===== config.mk =====
export PLATFORM = sky130hd
export DESIGN_NAME = hazard_scoreboard_flat
export DESIGN_NICKNAME = d
export VERILOG_FILES = /design/src/rtl/hazard_scoreboard_if.sv /design/src/rtl/hazard_scoreboard.sv /design/src/flat_wrapper.sv
export SDC_FILE = /design/constraint.sdc
export NUM_CORES = 1
export LEC_CHECK = 0
export BUFFER_PORTS_ARGS = -buffer_cell sky130_fd_sc_hd__buf_2
export CAP_MARGIN = 0
export CORE_ASPECT_RATIO = 0.8
export CORE_MARGIN = 10
export CORE_UTILIZATION = 51
export CTS_BUF_LIST = sky130_fd_sc_hd__clkbuf_4 sky130_fd_sc_hd__clkbuf_8 sky130_fd_sc_hd__clkbuf_16
export DETAILED_ROUTE_END_ITERATION = 6
export GPL_TIMING_DRIVEN = 0
export PLACE_DENSITY = 0.76
export SYNTH_ARGS = -nofsm -noshare
export SYNTH_HDL_FRONTEND = slang
export SYNTH_SLANG_ARGS = --single-unit

===== constraint.sdc =====
create_clock -name clk -period 2.3 [get_ports clk]
set_input_delay 0.115 -clock clk [delete_from_list [all_inputs] [get_ports clk]]
set_output_delay 0.115 -clock clk [all_outputs]
set_load 0.05 [all_outputs]

===== src/rtl/hazard_scoreboard_if.sv =====
// D-stage hazard query and stall/forward response bundle for hazard_scoreboard.
// Defining HAZ_PERF_EN adds the stall_cnt performance counter to the bundle.
interface hazard_scoreboard_if #(
  parameter int unsigned NPORT = 2,
  parameter int unsigned AW    = 5,
  parameter int unsigned TW    = 2
);
  logic                  d_valid;
  logic [NPORT*AW-1:0]   d_rs_addr;
  logic [NPORT*TW-1:0]   d_tuse;
  logic                  d_wr;
  logic [AW-1:0]         d_wr_addr;
  logic [1:0]            d_res;
  logic                  e_flush;
  logic                  stall;
  logic [NPORT*3-1:0]    fwd_d_sel;
  logic [NPORT*3-1:0]    fwd_e_sel;

`ifdef HAZ_PERF_EN
  logic [31:0]           stall_cnt;

  modport master (
    output d_valid, d_rs_addr, d_tuse, d_wr, d_wr_addr, d_res, e_flush,
    input  stall, fwd_d_sel, fwd_e_sel, stall_cnt
  );
  modport slave (
    input  d_valid, d_rs_addr, d_tuse, d_wr, d_wr_addr, d_res, e_flush,
    output stall, fwd_d_sel, fwd_e_sel, stall_cnt
  );
`else
  modport master (
    output d_valid, d_rs_addr, d_tuse, d_wr, d_wr_addr, d_res, e_flush,
    input  stall, fwd_d_sel, fwd_e_sel
  );
  modport slave (
    input  d_valid, d_rs_addr, d_tuse, d_wr, d_wr_addr, d_res, e_flush,
    output stall, fwd_d_sel, fwd_e_sel
  );
`endif
endinterface


===== src/rtl/hazard_scoreboard.sv =====
// Stall and forward-select generator driven by a shadow E/M/W pipeline using Tuse/Tnew.
// Defining HAZ_PERF_EN adds a free-running stall-cycle counter (stall_cnt).
module hazard_scoreboard #(
  parameter int unsigned NPORT = 2,
  parameter int unsigned AW    = 5,
  parameter int unsigned TW    = 2
) (
  input logic                clk,
  input logic                reset,
  hazard_scoreboard_if.slave hz
);

  localparam logic [1:0] ResNone = 2'b00;
  localparam logic [1:0] ResAlu  = 2'b01;
  localparam logic [1:0] ResDm   = 2'b10;
  localparam logic [1:0] ResPc   = 2'b11;

  localparam logic [2:0] SelRf   = 3'd0;
  localparam logic [2:0] SelWDm  = 3'd1;
  localparam logic [2:0] SelWPc  = 3'd2;
  localparam logic [2:0] SelWAlu = 3'd3;
  localparam logic [2:0] SelMAlu = 3'd4;
  localparam logic [2:0] SelMPc  = 3'd5;

  typedef struct packed {
    logic          valid;
    logic          wr;
    logic [AW-1:0] addr;
    logic [1:0]    res;
    logic [TW-1:0] tnew;
  } slot_t;

  slot_t               e_q, m_q, w_q;
  slot_t               e_d, m_d, w_d;
  logic [NPORT*AW-1:0] e_src_q, e_src_d;
  logic [NPORT-1:0]    port_hit;
  logic                stall;

  function automatic logic match(slot_t s, logic [AW-1:0] a);
    return s.valid && s.wr && (s.addr != '0) && (s.addr == a);
  endfunction

  // Only the youngest matching slot decides; older copies are stale.
  function automatic logic port_hazard(slot_t e, slot_t m, slot_t w,
                                       logic [AW-1:0] a, logic [TW-1:0] tuse);
    logic hit;
    hit = 1'b0;
    if (tuse != TW'(3) && a != '0) begin
      if (match(e, a))      hit = (e.tnew > tuse);
      else if (match(m, a)) hit = (m.tnew > tuse);
      else if (match(w, a)) hit = (w.tnew > tuse);
    end
    return hit;
  endfunction

  // A DM result in M is not ready yet, so M only forwards PC and ALU results.
  function automatic logic [2:0] fwd_pick(slot_t m, slot_t w, logic [AW-1:0] a);
    logic [2:0] sel;
    sel = SelRf;
    if (match(m, a) && m.res == ResPc)       sel = SelMPc;
    else if (match(m, a) && m.res == ResAlu) sel = SelMAlu;
    else if (match(w, a)) begin
      case (w.res)
        ResPc:   sel = SelWPc;
        ResAlu:  sel = SelWAlu;
        ResDm:   sel = SelWDm;
        default: sel = SelRf;
      endcase
    end
    return sel;
  endfunction

  function automatic logic [TW-1:0] tnew_of(logic [1:0] res);
    logic [TW-1:0] t;
    case (res)
      ResDm:   t = TW'(2);
      ResAlu:  t = TW'(1);
      default: t = '0;
    endcase
    return t;
  endfunction

  function automatic slot_t age(slot_t s);
    slot_t r;
    r = s;
    if (r.tnew != '0) r.tnew = r.tnew - 1'b1;
    return r;
  endfunction

  always_comb begin
    port_hit     = '0;
    hz.fwd_d_sel = '0;
    hz.fwd_e_sel = '0;
    for (int p = 0; p < NPORT; p++) begin
      port_hit[p] = port_hazard(e_q, m_q, w_q, hz.d_rs_addr[p*AW +: AW],
                                hz.d_tuse[p*TW +: TW]);
      hz.fwd_d_sel[p*3 +: 3] = fwd_pick(m_q, w_q, hz.d_rs_addr[p*AW +: AW]);
      hz.fwd_e_sel[p*3 +: 3] = fwd_pick(m_q, w_q, e_src_q[p*AW +: AW]);
    end
    stall = hz.d_valid && (|port_hit);
  end

  assign hz.stall = stall;

  always_comb begin
    e_d     = '0;
    e_src_d = '0;
    if (!stall) begin
      e_d.valid = hz.d_valid;
      e_d.wr    = hz.d_wr;
      e_d.addr  = hz.d_wr_addr;
      e_d.res   = hz.d_res;
      e_d.tnew  = tnew_of(hz.d_res);
      e_src_d   = hz.d_rs_addr;
    end
    m_d = hz.e_flush ? '0 : age(e_q);
    w_d = age(m_q);
  end

  always_ff @(posedge clk) begin
    if (reset) begin
      e_q     <= '0;
      m_q     <= '0;
      w_q     <= '0;
      e_src_q <= '0;
    end else begin
      e_q     <= e_d;
      m_q     <= m_d;
      w_q     <= w_d;
      e_src_q <= e_src_d;
    end
  end

`ifdef HAZ_PERF_EN
  logic [31:0] stall_cnt_q;

  always_ff @(posedge clk) begin
    if (reset)      stall_cnt_q <= '0;
    else if (stall) stall_cnt_q <= stall_cnt_q + 32'd1;
  end

  assign hz.stall_cnt = stall_cnt_q;
`endif

endmodule


===== src/flat_wrapper.sv =====
// flat-port wrapper written by rule: the top's interface ports become plain ports
module hazard_scoreboard_flat 
#(
  parameter int unsigned NPORT = 2,
  parameter int unsigned AW    = 5,
  parameter int unsigned TW    = 2
)
  (clk, reset, hz_d_valid, hz_d_rs_addr, hz_d_tuse, hz_d_wr, hz_d_wr_addr, hz_d_res, hz_e_flush, hz_stall, hz_fwd_d_sel, hz_fwd_e_sel);
  hazard_scoreboard_if #(.NPORT(NPORT), .AW(AW), .TW(TW)) hz_i ();
  input logic clk;
  input logic reset;
  input wire logic [$bits(hz_i.d_valid)-1:0] hz_d_valid;
  input wire logic [$bits(hz_i.d_rs_addr)-1:0] hz_d_rs_addr;
  input wire logic [$bits(hz_i.d_tuse)-1:0] hz_d_tuse;
  input wire logic [$bits(hz_i.d_wr)-1:0] hz_d_wr;
  input wire logic [$bits(hz_i.d_wr_addr)-1:0] hz_d_wr_addr;
  input wire logic [$bits(hz_i.d_res)-1:0] hz_d_res;
  input wire logic [$bits(hz_i.e_flush)-1:0] hz_e_flush;
  output wire logic [$bits(hz_i.stall)-1:0] hz_stall;
  output wire logic [$bits(hz_i.fwd_d_sel)-1:0] hz_fwd_d_sel;
  output wire logic [$bits(hz_i.fwd_e_sel)-1:0] hz_fwd_e_sel;
  assign hz_i.d_valid = hz_d_valid;
  assign hz_i.d_rs_addr = hz_d_rs_addr;
  assign hz_i.d_tuse = hz_d_tuse;
  assign hz_i.d_wr = hz_d_wr;
  assign hz_i.d_wr_addr = hz_d_wr_addr;
  assign hz_i.d_res = hz_d_res;
  assign hz_i.e_flush = hz_e_flush;
  assign hz_stall = hz_i.stall;
  assign hz_fwd_d_sel = hz_i.fwd_d_sel;
  assign hz_fwd_e_sel = hz_i.fwd_e_sel;
  hazard_scoreboard #(.NPORT(NPORT), .AW(AW), .TW(TW)) u_core (.clk(clk), .reset(reset), .hz(hz_i));
endmodule

==> metrics.txt, run 1 <==
# TYPE chip_impl_metric gauge
chip_impl_metric{name="overflow",unit=""} 0
chip_impl_metric{name="dieHeight",unit="µm"} 83.7
chip_impl_info{name="failed_checks",value="setup timing"} 1
chip_impl_metric{name="final_layout_size_suffix_gt1_share",unit="%"} 37.4
chip_impl_metric{name="cts.path.max_buffers",unit=""} 2
chip_impl_metric{name="mappedNetlistArea",unit="µm²"} 2590
chip_impl_info{name="synth_common_cells",value="dfxtp_1 (43), xnor2_1 (25), xor2_1 (25), nand2_1 (16), nor4b_2 (16)"} 1
chip_impl_metric{name="total_global_route_track_usage",unit="%"} 15.4
chip_impl_metric{name="arrival",unit="ps"} 2440
chip_impl_metric{name="timing.max_slew.rel_slack",unit="%"} 34.3
chip_impl_metric{name="detailedRoute.firstIterationViolations",unit=""} 81
chip_impl_metric{name="holdWs",unit="ps"} 12.6
chip_impl_metric{name="placeable_core_area",unit="µm²"} 4950
chip_impl_info{name="yosysMostFrequentCell",value="dfxtp_1"} 1
chip_impl_metric{name="placement.io_buffers",unit=""} 38
chip_impl_metric{name="yosys_warnings",unit=""} 0
chip_impl_metric{name="initial_core_utilization",unit="%"} 52.3
chip_impl_metric{name="worst-path-max-fanout",unit=""} 4
chip_impl_info{name="grt_setup_unrepaired",value="yes"} 1
chip_impl_metric{name="post-route-min-period",unit="ps"} 2560
chip_impl_info{name="hold_path_class",value="in2reg"} 1
chip_impl_metric{name="synth_sequential_area_ratio",unit="%"} 33.3
chip_impl_metric{name="cts_made_buffers",unit=""} 5
chip_impl_metric{name="nets",unit=""} 357
chip_impl_metric{name="worst_ep_required_time",unit="ps"} 2180
chip_impl_metric{name="fin_total_pwr",unit="mW"} 1.65
chip_impl_info{name="setup.worst_path.class",value="reg2out"} 1
chip_impl_metric{name="dr_total_vias",unit=""} 2055
chip_impl_metric{name="max-cap-violations",unit=""} 0
chip_impl_metric{name="area.sequential",unit="µm²"} 881
chip_impl_metric{name="multi_input_area",unit="µm²"} 1770
chip_impl_metric{name="grt_antenna_before_repair",unit=""} 0
chip_impl_metric{name="grt_pass1_wl",unit="mm"} 10.5
chip_impl_metric{name="placement.cell_area",unit="µm²"} 2940
chip_impl_metric{name="placement.setup.worst_slack",unit="ps"} -239
chip_impl_metric{name="cts.reportedPaths.clkPinSlew",unit="ps"} 80
chip_impl_metric{name="final_min_period_over_clock_period",unit="%"} 111
chip_impl_metric{name="final-instance-count-excl-fill",unit=""} 380
chip_impl_metric{name="syn_area_per_cell",unit="µm²"} 9.76
chip_impl_metric{name="nFillCells",unit=""} 397
chip_impl_info{name="critical_path.startpoint_type",value="register"} 1
chip_impl_info{name="worstSetupEndpointType",value="primary output"} 1
chip_impl_metric{name="setup_viol",unit=""} 21
chip_impl_metric{name="post_synth_top_area_share",unit="%"} 33.3
chip_impl_info{name="clock-root-buffer",value="clkbuf_8"} 1
chip_impl_metric{name="placement_rows",unit=""} 23
chip_impl_metric{name="synth_cell_type_count",unit=""} 46
chip_impl_metric{name="place.gp.congestion",unit=""} 0.818
chip_impl_metric{name="synth_enable_flop_cells",unit=""} 0
chip_impl_metric{name="total_detailed_routing_wirelength",unit="mm"} 6.55
chip_impl_metric{name="sinks_on_clock_net",unit=""} 43
chip_impl_metric{name="peakVddDrop",unit="mV"} 0.382
chip_impl_metric{name="synth.net_count",unit=""} 305
chip_impl_metric{name="final-max-slew-violation-count",unit=""} 0
chip_impl_metric{name="fin_clk_skew",unit="ps"} 6.85
chip_impl_info{name="outcome",value="finished with violations"} 1
chip_impl_metric{name="placedCellCount",unit=""} 365
chip_impl_metric{name="synth.ff_latch_count",unit=""} 43
chip_impl_metric{name="power.leakage",unit="nW"} 1.42
chip_impl_metric{name="cts_htree_levels",unit=""} 2
chip_impl_metric{name="asyncSetResetFlopFracSynth",unit="%"} 0
chip_impl_metric{name="areaGrowthSynthToFinish",unit="%"} 28.6
chip_impl_metric{name="clk_latency",unit="ps"} 300
chip_impl_metric{name="dpl.hpwl",unit="mm"} 4.88
chip_impl_info{name="synth_ff_type",value="dfxtp_1"} 1
chip_impl_metric{name="pin_count",unit=""} 39
chip_impl_metric{name="drt_pass1_iterations",unit=""} 4
chip_impl_metric{name="grt_start_max_net_pins",unit=""} 14
chip_impl_metric{name="die-area",unit="µm²"} 8340
chip_impl_metric{name="setup_ws",unit="ps"} -260
chip_impl_metric{name="detail_route.vias_per_cell",unit=""} 5.41
chip_impl_metric{name="worst_slew_pin_slew",unit="ps"} 985
chip_impl_metric{name="final.setup.tns",unit="ps"} -2450
chip_impl_info{name="tritoncts",value="done"} 1
chip_impl_metric{name="hold_viol",unit=""} 0
chip_impl_metric{name="postSynthCellCount",unit=""} 265
chip_impl_metric{name="post_cts_hold_buffer_count",unit=""} 0
chip_impl_metric{name="maxClockFrequency",unit="MHz"} 391
chip_impl_metric{name="power.density_cell_area",unit="nW/µm²"} 495
chip_impl_info{name="synth_area_leader_cell",value="dfxtp_1"} 1
chip_impl_metric{name="antenna_left",unit=""} 0
chip_impl_metric{name="antenna_cells",unit=""} 0
chip_impl_metric{name="dieWidth",unit="µm"} 99.6
chip_impl_metric{name="first_global_vias",unit=""} 2144
chip_impl_metric{name="fin_area",unit="µm²"} 3330
chip_impl_metric{name="routedWlPerCell",unit="µm"} 17.2
chip_impl_info{name="ys_top_cells_by_area",value="dfxtp_1 (33%), nor4b_2 (9.3%), xnor2_1 (8.5%)"} 1
chip_impl_metric{name="postLayoutCoreUtil",unit="%"} 67.2
chip_impl_metric{name="post-route-drc-count",unit=""} 0
state kept, by name, summed over array words and instances (netlist names):
| name | cells |
|---|---|
| u_core.w_q | 11 |
| u_core.m_q | 11 |
| u_core.e_q | 11 |
| u_core.e_src_q | 10 |
final cells by class:
cell class | instances | area share (%)
Multi-Input combinational cell | 195 | 53.1
Sequential cell | 43 | 26.5
Timing Repair Buffer | 54 | 10.9
Buffer | 8 | 2.52
Clock buffer | 6 | 2.48
Tap cell | 62 | 2.33
Inverter | 10 | 1.13
Clock inverter | 2 | 1.05
critical path, stage by stage, from the launching register on:
cell	delay, ps
dfxtp_4	360
or3_1	390
o311a_1	340
and4_4	180
a221o_1	320
a211oi_2	250
or2_4	170
buf_8	140
path summary, 6_finish.rpt:
kind                                     from                 to  slack, ps  cells after the start
worst max-delay path            u_core.e_q[4]           hz_stall       -260                      7
worst min-delay path              hz_d_res[1]      u_core.e_q[0]         10                      2
worst max register to register  u_core.e_q[4]  u_core.e_src_q[3]       -160                      8
worst min register to register  u_core.e_q[0]      u_core.m_q[0]        420                      1
cells by family (layout without fill, tap and decap cells):
group	count (synthesis)	count (layout)	synth area share (%)
and+or+nand+nor	106	106	29.2
xor gates and xnor gates	50	50	16.9
DFF	43	43	33.3
buffers and inverters	27	80	5.37
AOI/OAI and AO/OA	25	25	8.51
adders and majority gates	14	14	6.77
routing by layer:
layer | GRT usage [%] | share of wire [%]
met5 | 0 | 0
met3 | 5.71 | 5.9
met4 | 4.29 | 1.4
met2 | 24.0 | 46
met1 | 19.2 | 46
timing repair:
item | in CTS | in global routing
buffers inserted | 7 | 8
setup endpoints to repair | 30 | 26
endpoints found under the hold margin | 0 | 0
pin swaps | 6 | 12
resized for setup | 21 | 20
gates cloned | 0 | 2
cells in the final DEF (no fill, tap or decap), types with 2 or more instances in the layout:
cell       synthesis  final
buf_2              2     37
dfxtp_1           43     33
xnor2_1           25     25
xor2_1            25     25
nand2_1           16     16
ha_1              14     14
buf_4              2     14
nor2_1            14     12
nor2b_1           12     12
inv_1             10     10
nor3_1            12      9
and2_1             9      9
nor4b_4            1      9
nor4b_2           16      8
nand3_1            8      7
dfxtp_2            0      7
clkbuf_8           0      6
a21oi_1            5      5
nor4_4             1      3
nor3_2             0      3
o21ai_0            5      3
buf_6              3      3
dfxtp_4            0      3
o41ai_4            0      2
o21ai_1            0      2
or4_1              2      2
buf_12             0      2
nor3b_1            2      2
clkbuf_16          0      2
report_power, final:
group	switching [mW]	total, mW	internal, mW
clock network	0.266	0.618	0.351
registers	0.0289	0.798	0.769
logic	0.117	0.232	0.115
(Power assumes the default switching activity.)
==> run 2, diff against run 1 <==
--- a/config.mk
+++ b/config.mk
@@ -19 +19,2 @@
 export SYNTH_SLANG_ARGS = --single-unit
+export TNS_END_PERCENT = 50
==> constraint.sdc (replaced) <==
create_clock -name clk -period 2.3 [get_ports clk]
set_input_delay 0.23 -clock clk [delete_from_list [all_inputs] [get_ports clk]]
set_output_delay 0.23 -clock clk [all_outputs]
set_load 0.05 [all_outputs]
==> run 2 against run 1 <==
Net effect:
- critical path depth did not move
- non-clock buffer count rose by 7
- first-iteration DRC count up 75%
- critical endpoint unchanged
- worst setup slack worse by 29 ps
- clock-buffer cell count increased by 1
- largest cell class unchanged
- sequential share of layout area decreased by 1.4 points
- total power down 6.5%
- sequential power shrank 0.6%
- utilization rose by 3.3 points
- the flow still finishes with violations (setup timing)
- clock skew barely moved
- final area increased by 5.0%
==> metrics.txt, run 2 (same netlist as run 1, synthesis figures left out) <==
# TYPE chip_impl_metric gauge
chip_impl_metric{name="placement.cell_area",unit="µm²"} 2950
chip_impl_metric{name="post_cts_hold_buffer_count",unit=""} 0
chip_impl_metric{name="cts.path.max_buffers",unit=""} 2
chip_impl_metric{name="final_min_period_over_clock_period",unit="%"} 113
chip_impl_metric{name="final-max-slew-violation-count",unit=""} 0
chip_impl_metric{name="nets",unit=""} 364
chip_impl_metric{name="worst_slew_pin_slew",unit="ps"} 893
chip_impl_metric{name="total_global_route_track_usage",unit="%"} 15.9
chip_impl_metric{name="routedWlPerCell",unit="µm"} 18.9
chip_impl_metric{name="peakVddDrop",unit="mV"} 0.509
chip_impl_metric{name="cts.reportedPaths.clkPinSlew",unit="ps"} 80
chip_impl_metric{name="antenna_cells",unit=""} 0
chip_impl_info{name="clock-root-buffer",value="clkbuf_8"} 1
chip_impl_metric{name="clk_latency",unit="ps"} 300
chip_impl_metric{name="worst-path-max-fanout",unit=""} 2
chip_impl_info{name="largestRegisters",value="u_core.e_q: 11 flops, u_core.m_q: 11 flops, u_core.w_q: 11 flops"} 1
chip_impl_metric{name="dieHeight",unit="µm"} 83.7
chip_impl_info{name="final_common_cell",value="dfxtp_1"} 1
chip_impl_metric{name="detailedRoute.firstIterationViolations",unit=""} 142
chip_impl_metric{name="grt_pass1_wl",unit="mm"} 10.8
chip_impl_metric{name="timing.max_slew.rel_slack",unit="%"} 40.5
chip_impl_metric{name="placement_rows",unit=""} 23
chip_impl_info{name="failed_checks",value="setup timing"} 1
chip_impl_metric{name="fin_total_pwr",unit="mW"} 1.54
chip_impl_metric{name="dieWidth",unit="µm"} 99.6
chip_impl_info{name="grt_setup_unrepaired",value="yes"} 1
chip_impl_info{name="hold_path_class",value="in2reg"} 1
chip_impl_metric{name="initial_core_utilization",unit="%"} 52.3
chip_impl_metric{name="dpl.hpwl",unit="mm"} 4.84
chip_impl_metric{name="maxClockFrequency",unit="MHz"} 386
chip_impl_metric{name="power.density_cell_area",unit="nW/µm²"} 441
chip_impl_metric{name="hold_viol",unit=""} 0
chip_impl_info{name="outcome",value="finished with violations"} 1
chip_impl_info{name="worstSetupEndpointType",value="primary output"} 1
chip_impl_metric{name="detail_route.vias_per_cell",unit=""} 5.62
chip_impl_metric{name="grt_antenna_before_repair",unit=""} 0
chip_impl_metric{name="pin_count",unit=""} 39
chip_impl_info{name="setup.worst_path.class",value="reg2out"} 1
chip_impl_metric{name="overflow",unit=""} 0
chip_impl_metric{name="arrival",unit="ps"} 2360
chip_impl_metric{name="cts_htree_levels",unit=""} 2
chip_impl_metric{name="place.gp.congestion",unit=""} 0.805
chip_impl_metric{name="power.leakage",unit="nW"} 1.51
chip_impl_metric{name="final_layout_size_suffix_gt1_share",unit="%"} 40.6
chip_impl_metric{name="fin_area",unit="µm²"} 3490
chip_impl_info{name="critical_path.startpoint_type",value="register"} 1
chip_impl_metric{name="drt_pass1_iterations",unit=""} 5
chip_impl_metric{name="placement.io_buffers",unit=""} 38
chip_impl_metric{name="dr_total_vias",unit=""} 2175
chip_impl_metric{name="sinks_on_clock_net",unit=""} 43
chip_impl_metric{name="fin_clk_skew",unit="ps"} 6.83
chip_impl_metric{name="die-area",unit="µm²"} 8340
chip_impl_info{name="tritoncts",value="done"} 1
chip_impl_metric{name="placeable_core_area",unit="µm²"} 4950
chip_impl_metric{name="total_detailed_routing_wirelength",unit="mm"} 7.31
chip_impl_metric{name="placement.setup.worst_slack",unit="ps"} -360
chip_impl_metric{name="post-route-min-period",unit="ps"} 2590
chip_impl_metric{name="first_global_vias",unit=""} 2224
chip_impl_metric{name="cts_made_buffers",unit=""} 5
chip_impl_metric{name="worst_ep_required_time",unit="ps"} 2070
chip_impl_metric{name="max-cap-violations",unit=""} 0
chip_impl_metric{name="setup_viol",unit=""} 21
chip_impl_metric{name="setup_ws",unit="ps"} -289
chip_impl_info{name="layout_common_cells",value="dfxtp_1 (36), buf_2 (32), xnor2_1 (25), xor2_1 (25), buf_4 (16)"} 1
chip_impl_metric{name="grt_start_max_net_pins",unit=""} 13
chip_impl_metric{name="areaGrowthSynthToFinish",unit="%"} 35.0
chip_impl_metric{name="antenna_left",unit=""} 0
chip_impl_metric{name="post-route-drc-count",unit=""} 0
==> run 2: changes by cell type in the layout (fill, tap and decap cells not counted), sizes merged <==
cell,before,now
buf,58,64
bufinv,1,0
clkbuf,9,11
==> run 2: final timing paths <==
path | start | slack (ps) | cells past startpoint | end
min | hz_d_res[1] | 130 | 2 | u_core.e_q[0]
min reg2reg | u_core.e_q[0] | 430 | 1 | u_core.m_q[0]
max reg2reg | u_core.e_q[4] | -80 | 9 | u_core.e_src_q[3]
max | u_core.w_q[6] | -290 | 7 | hz_stall
==> run 2: final cells by class <==
type | instances | area, µm²
Buffer | 12 | 125
Clock inverter | 1 | 5.00
Timing Repair Buffer | 57 | 449
Clock buffer | 7 | 83.8
Fill cell | 362 | 1460
Inverter | 10 | 37.5
Multi-Input combinational cell | 195 | 1840
Tap cell | 62 | 77.6
Sequential cell | 43 | 877
==> run 2: metal layers <==
layer	GRT usage [%]	wire length, µm	vias up
met4	5.98	122	0
met1	20.0	3110	1043
met2	24.7	3500	82
met3	4.64	580	13
li1	-	-	1037
met5	0	0	-
==> run 2: report_power, final <==
group	leakage, nW	internal, mW	switching, mW
clock network	0.0491	0.237	0.256
logic	1.11	0.121	0.134
registers	0.357	0.769	0.0240
total	1.51	1.13	0.414
==> run 2: critical path, stage by stage (launching register included) <==
cell	delay [ps]
dfxtp_4	340
or4_4	540
o211ai_4	190
a211o_2	140
a311oi_2	60
o311a_4	400
or2_4	240
buf_8	150
==> run 2: what timing repair did <==
item	4_1_cts	5_1_grt
pin swaps	6	22
setup buffers	7	9
gates resized for setup	24	56
endpoints found under the setup margin	30	32
gates cloned	0	3
==> run 2: metrics by stage <==
step	TNS (ps)	std cells	utilization (%)	hold slack, ps
5_1_grt	-2550	387	70.6	141
3_5_place_dp	-2760	365	59.7	413
2_1_floorplan	-161	265	-	301
3_3_place_gp	-2410	365	59.7	407
6_report	-1440	387	70.6	129
4_1_cts	-447	376	63.7	141
==> run 3, diff against run 2 <==
- ABC_AREA: not set -> 1
- CORE_UTILIZATION: 51 -> 52
- PLACE_DENSITY: 0.76 -> 0.77
==> run 3 against run 2 <==
Net effect:
- the flow now finishes without violations
- die area barely moved
- cell count increased by 19%
- critical path depth increased by 5
- via count rose by 2.9%
- maximum frequency up 19%
- routed wire length is 19% lower
- global-route usage fell by 1.2 points
==> metrics.txt, run 3 <==
# TYPE chip_impl_metric gauge
chip_impl_metric{name="areaGrowthSynthToFinish",unit="%"} 14.8
chip_impl_info{name="ys_top_cells_by_area",value="dfxtp_1 (33%), inv_1 (8.7%), nand2_1 (7.5%)"} 1
chip_impl_metric{name="synth_cell_type_count",unit=""} 30
chip_impl_info{name="synth_area_leader_cell",value="dfxtp_1"} 1
chip_impl_metric{name="dpl.hpwl",unit="mm"} 4.84
chip_impl_metric{name="placement_rows",unit=""} 23
chip_impl_metric{name="clk_latency",unit="ps"} 290
chip_impl_metric{name="nets",unit=""} 438
chip_impl_metric{name="synth.ff_latch_count",unit=""} 43
chip_impl_metric{name="setup_viol",unit=""} 0
chip_impl_metric{name="pin_count",unit=""} 39
chip_impl_metric{name="final_layout_size_suffix_gt1_share",unit="%"} 26.6
chip_impl_metric{name="fin_total_pwr",unit="mW"} 1.60
chip_impl_metric{name="asyncSetResetFlopFracSynth",unit="%"} 0
chip_impl_metric{name="length_of_routed_met3_wiring",unit="µm"} 449
chip_impl_metric{name="switchingPower",unit="mW"} 0.396
chip_impl_info{name="setup.worst_path.class",value="reg2out"} 1
chip_impl_metric{name="holdWs",unit="ps"} 157
chip_impl_metric{name="post_synth_top_area_share",unit="%"} 32.6
chip_impl_metric{name="dr_total_vias",unit=""} 2237
chip_impl_metric{name="routedWlPerCell",unit="µm"} 12.9
chip_impl_metric{name="initial_core_utilization",unit="%"} 53.3
chip_impl_metric{name="die-area",unit="µm²"} 8340
chip_impl_metric{name="cts.path.max_buffers",unit=""} 2
chip_impl_info{name="synth_ff_type",value="dfxtp_1"} 1
chip_impl_metric{name="mappedNetlistArea",unit="µm²"} 2640
chip_impl_metric{name="antenna_cells",unit=""} 0
chip_impl_info{name="layout_common_cells",value="inv_1 (61), nand2_1 (53), dfxtp_1 (43)"} 1
chip_impl_metric{name="dieHeight",unit="µm"} 83.7
chip_impl_metric{name="share_comb_of_total_power",unit="%"} 15.0
chip_impl_metric{name="placement.io_buffers",unit=""} 38
chip_impl_metric{name="drt_pass1_iterations",unit=""} 4
chip_impl_metric{name="cts_made_buffers",unit=""} 5
chip_impl_metric{name="timing.max_slew.rel_slack",unit="%"} 63.3
chip_impl_metric{name="wl_met2",unit="mm"} 2.74
chip_impl_metric{name="max-cap-violations",unit=""} 0
chip_impl_metric{name="grt_start_max_net_pins",unit=""} 13
chip_impl_metric{name="switching_share",unit="%"} 24.8
chip_impl_metric{name="yosys_warnings",unit=""} 0
chip_impl_metric{name="post-route-drc-count",unit=""} 0
chip_impl_metric{name="post_cts_hold_buffer_count",unit=""} 0
chip_impl_metric{name="maxClockFrequency",unit="MHz"} 458
chip_impl_info{name="clock-root-buffer",value="clkbuf_8"} 1
chip_impl_metric{name="worst-path-max-fanout",unit=""} 3
chip_impl_info{name="highest-signal-layer",value="met4"} 1
chip_impl_metric{name="post-route-min-period",unit="ps"} 2180
chip_impl_metric{name="hold_viol",unit=""} 0
chip_impl_metric{name="overflow",unit=""} 0
chip_impl_metric{name="worst_ep_required_time",unit="ps"} 2070
chip_impl_metric{name="fin_clk_skew",unit="ps"} 3.01
chip_impl_metric{name="grt_antenna_before_repair",unit=""} 0
chip_impl_info{name="final_common_cell",value="inv_1"} 1
chip_impl_metric{name="arrival",unit="ps"} 1950
chip_impl_metric{name="final_min_period_over_clock_period",unit="%"} 94.9
chip_impl_info{name="worstSetupEndpointType",value="primary output"} 1
chip_impl_metric{name="cts.reportedPaths.clkPinSlew",unit="ps"} 80
chip_impl_metric{name="place.gp.congestion",unit=""} 0.894
chip_impl_info{name="largestRegisters",value="u_core.e_q: 11 flops, u_core.m_q: 11 flops, u_core.w_q: 11 flops"} 1
chip_impl_metric{name="power.leakage",unit="nW"} 1.52
chip_impl_metric{name="total_global_route_track_usage",unit="%"} 14.6
chip_impl_metric{name="total_detailed_routing_wirelength",unit="mm"} 5.92
chip_impl_info{name="hold_path_class",value="in2reg"} 1
chip_impl_metric{name="power.density_cell_area",unit="nW/µm²"} 528
chip_impl_metric{name="synth.net_count",unit=""} 393
chip_impl_metric{name="first_global_vias",unit=""} 2296
chip_impl_metric{name="dieWidth",unit="µm"} 99.6
chip_impl_info{name="critical_path.startpoint_type",value="register"} 1
chip_impl_metric{name="m1WireLength",unit="mm"} 2.57
chip_impl_metric{name="synth_enable_flop_cells",unit=""} 0
chip_impl_metric{name="peakVddDrop",unit="mV"} 0.324
chip_impl_metric{name="worst_slew_pin_slew",unit="ps"} 551
chip_impl_info{name="yosysMostFrequentCell",value="inv_1"} 1
chip_impl_metric{name="final-max-slew-violation-count",unit=""} 0
chip_impl_metric{name="syn_area_per_cell",unit="µm²"} 7.47
chip_impl_metric{name="placeable_core_area",unit="µm²"} 4950
chip_impl_metric{name="sinks_on_clock_net",unit=""} 43
chip_impl_metric{name="detailedRoute.firstIterationViolations",unit=""} 150
chip_impl_info{name="outcome",value="complete, no violations"} 1
chip_impl_metric{name="grt_pass1_wl",unit="mm"} 10.2
chip_impl_metric{name="p_int",unit="mW"} 1.20
chip_impl_metric{name="antenna_left",unit=""} 0
chip_impl_metric{name="seq_power_share",unit="%"} 49.4
chip_impl_metric{name="detail_route.vias_per_cell",unit=""} 4.86
chip_impl_info{name="synth_common_cells",value="inv_1 (61), nand2_1 (53), dfxtp_1 (43), nor2_1 (36), nor2_2 (22)"} 1
chip_impl_info{name="grt_setup_unrepaired",value="yes"} 1
chip_impl_metric{name="clock_power_share",unit="%"} 35.6
chip_impl_metric{name="postSynthCellCount",unit=""} 353
chip_impl_metric{name="cts_htree_levels",unit=""} 2
chip_impl_metric{name="synth_sequential_area_ratio",unit="%"} 32.6
chip_impl_info{name="tritoncts",value="done"} 1
-- run 3: cell count changes in the layout (fill, tap and decap cells not counted), moves of 8 or more --
cell / before / now
inv_1: 10 / 61
buf_4: 16 / 4
nor4b_4: 10 / 0
nand4_1: 1 / 11
nor2_2: 0 / 23
nor2_1: 12 / 35
inv_2: 0 / 8
xor2_1: 25 / 16
and2_1: 9 / 0
nor2b_1: 12 / 0
nand2_1: 14 / 53
-- run 3: cell families (layout without fill, tap and decap cells) --
group                    after synthesis  in the layout  synth area share, %
AND/OR/NAND/NOR                      158            158                 29.3
flip-flops                            43             43                 32.6
buffers and inverters                 82            127                 15.0
XOR/XNOR                              37             37                 12.3
AO/OA/AOI/OAI                         19             19                 4.08
adder cells (fa/ha/maj)               14             14                 6.64
-- run 3: repair_timing --
action | in CTS | in global routing
resized for setup | 0 | 3
endpoints found under the setup margin | 0 | 3
buffers inserted | 0 | 0
-- run 3: through the flow --
| stage | TNS [ps] | setup slack, ps | cell area, µm² | cells | util [%] |
|---|---|---|---|---|---|
| after CTS | 0 | 45.9 | 3020 | 460 | 61.0 |
| after global routing | -23.6 | -23.6 | 3030 | 460 | 61.2 |
| final | 0 | 118 | 3030 | 460 | 61.2 |
| after floorplan | -64.0 | -64.0 | 2650 | 353 | - |
| after global placement | 0 | 400 | 2910 | 453 | 58.9 |
| after detailed placement | 0 | 375 | 2910 | 453 | 58.9 |
-- run 3: worst paths after layout --
| check | startpoint | slack (ps) | end | cells after the start |
|---|---|---|---|---|
| hold / removal | hz_d_wr_addr[1] | 160 | u_core.e_q[5] | 3 |
| hold reg to reg | u_core.e_q[2] | 410 | u_core.m_q[2] | 2 |
| setup / recovery | u_core.m_q[0] | 120 | hz_stall | 12 |
| setup reg to reg | u_core.m_q[0] | 480 | u_core.e_src_q[4] | 13 |
-- run 3: power by group through the flow --
stage | Combinational, mW | Clock (mW) | Sequential, mW
after global routing | 0.270 | 0.610 | 0.793
after floorplan | 0.167 | 0 | 0.803
after global placement | 0.230 | 0 | 0.806
after detailed placement | 0.237 | 0 | 0.807
final | 0.240 | 0.569 | 0.790
after CTS | 0.239 | 0.577 | 0.790
-- run 3: layer usage --
metal  GRT usage (%)  vias up
met5               0        -
met4            6.11        0
met3            3.39       17
met2            24.7       71
met1            17.2      995
li1                -     1154
-- run 3: area by class of cell --
| type | instances | area (µm²) |
|---|---|---|
| buffer | 13 | 138 |
| clock buffer | 6 | 76.3 |
| clock inverter | 1 | 30.0 |
| fill | 428 | 1920 |
| inverter | 69 | 259 |
| multi-input combinational | 228 | 1400 |
| sequential | 43 | 861 |
| tap | 62 | 77.6 |
| timing repair buffer | 38 | 193 |
-- run 3: critical path, cell delays in order (launching register included) --
cell     delay, ps
dfxtp_1        370
inv_1           90
ha_1           270
a22oi_1        240
nand4_1        130
nand2_1         70
inv_1           40
nand2_1         60
nand2_2         60
nand2_2         70
nand2_4         50
inv_1           50
buf_4          180
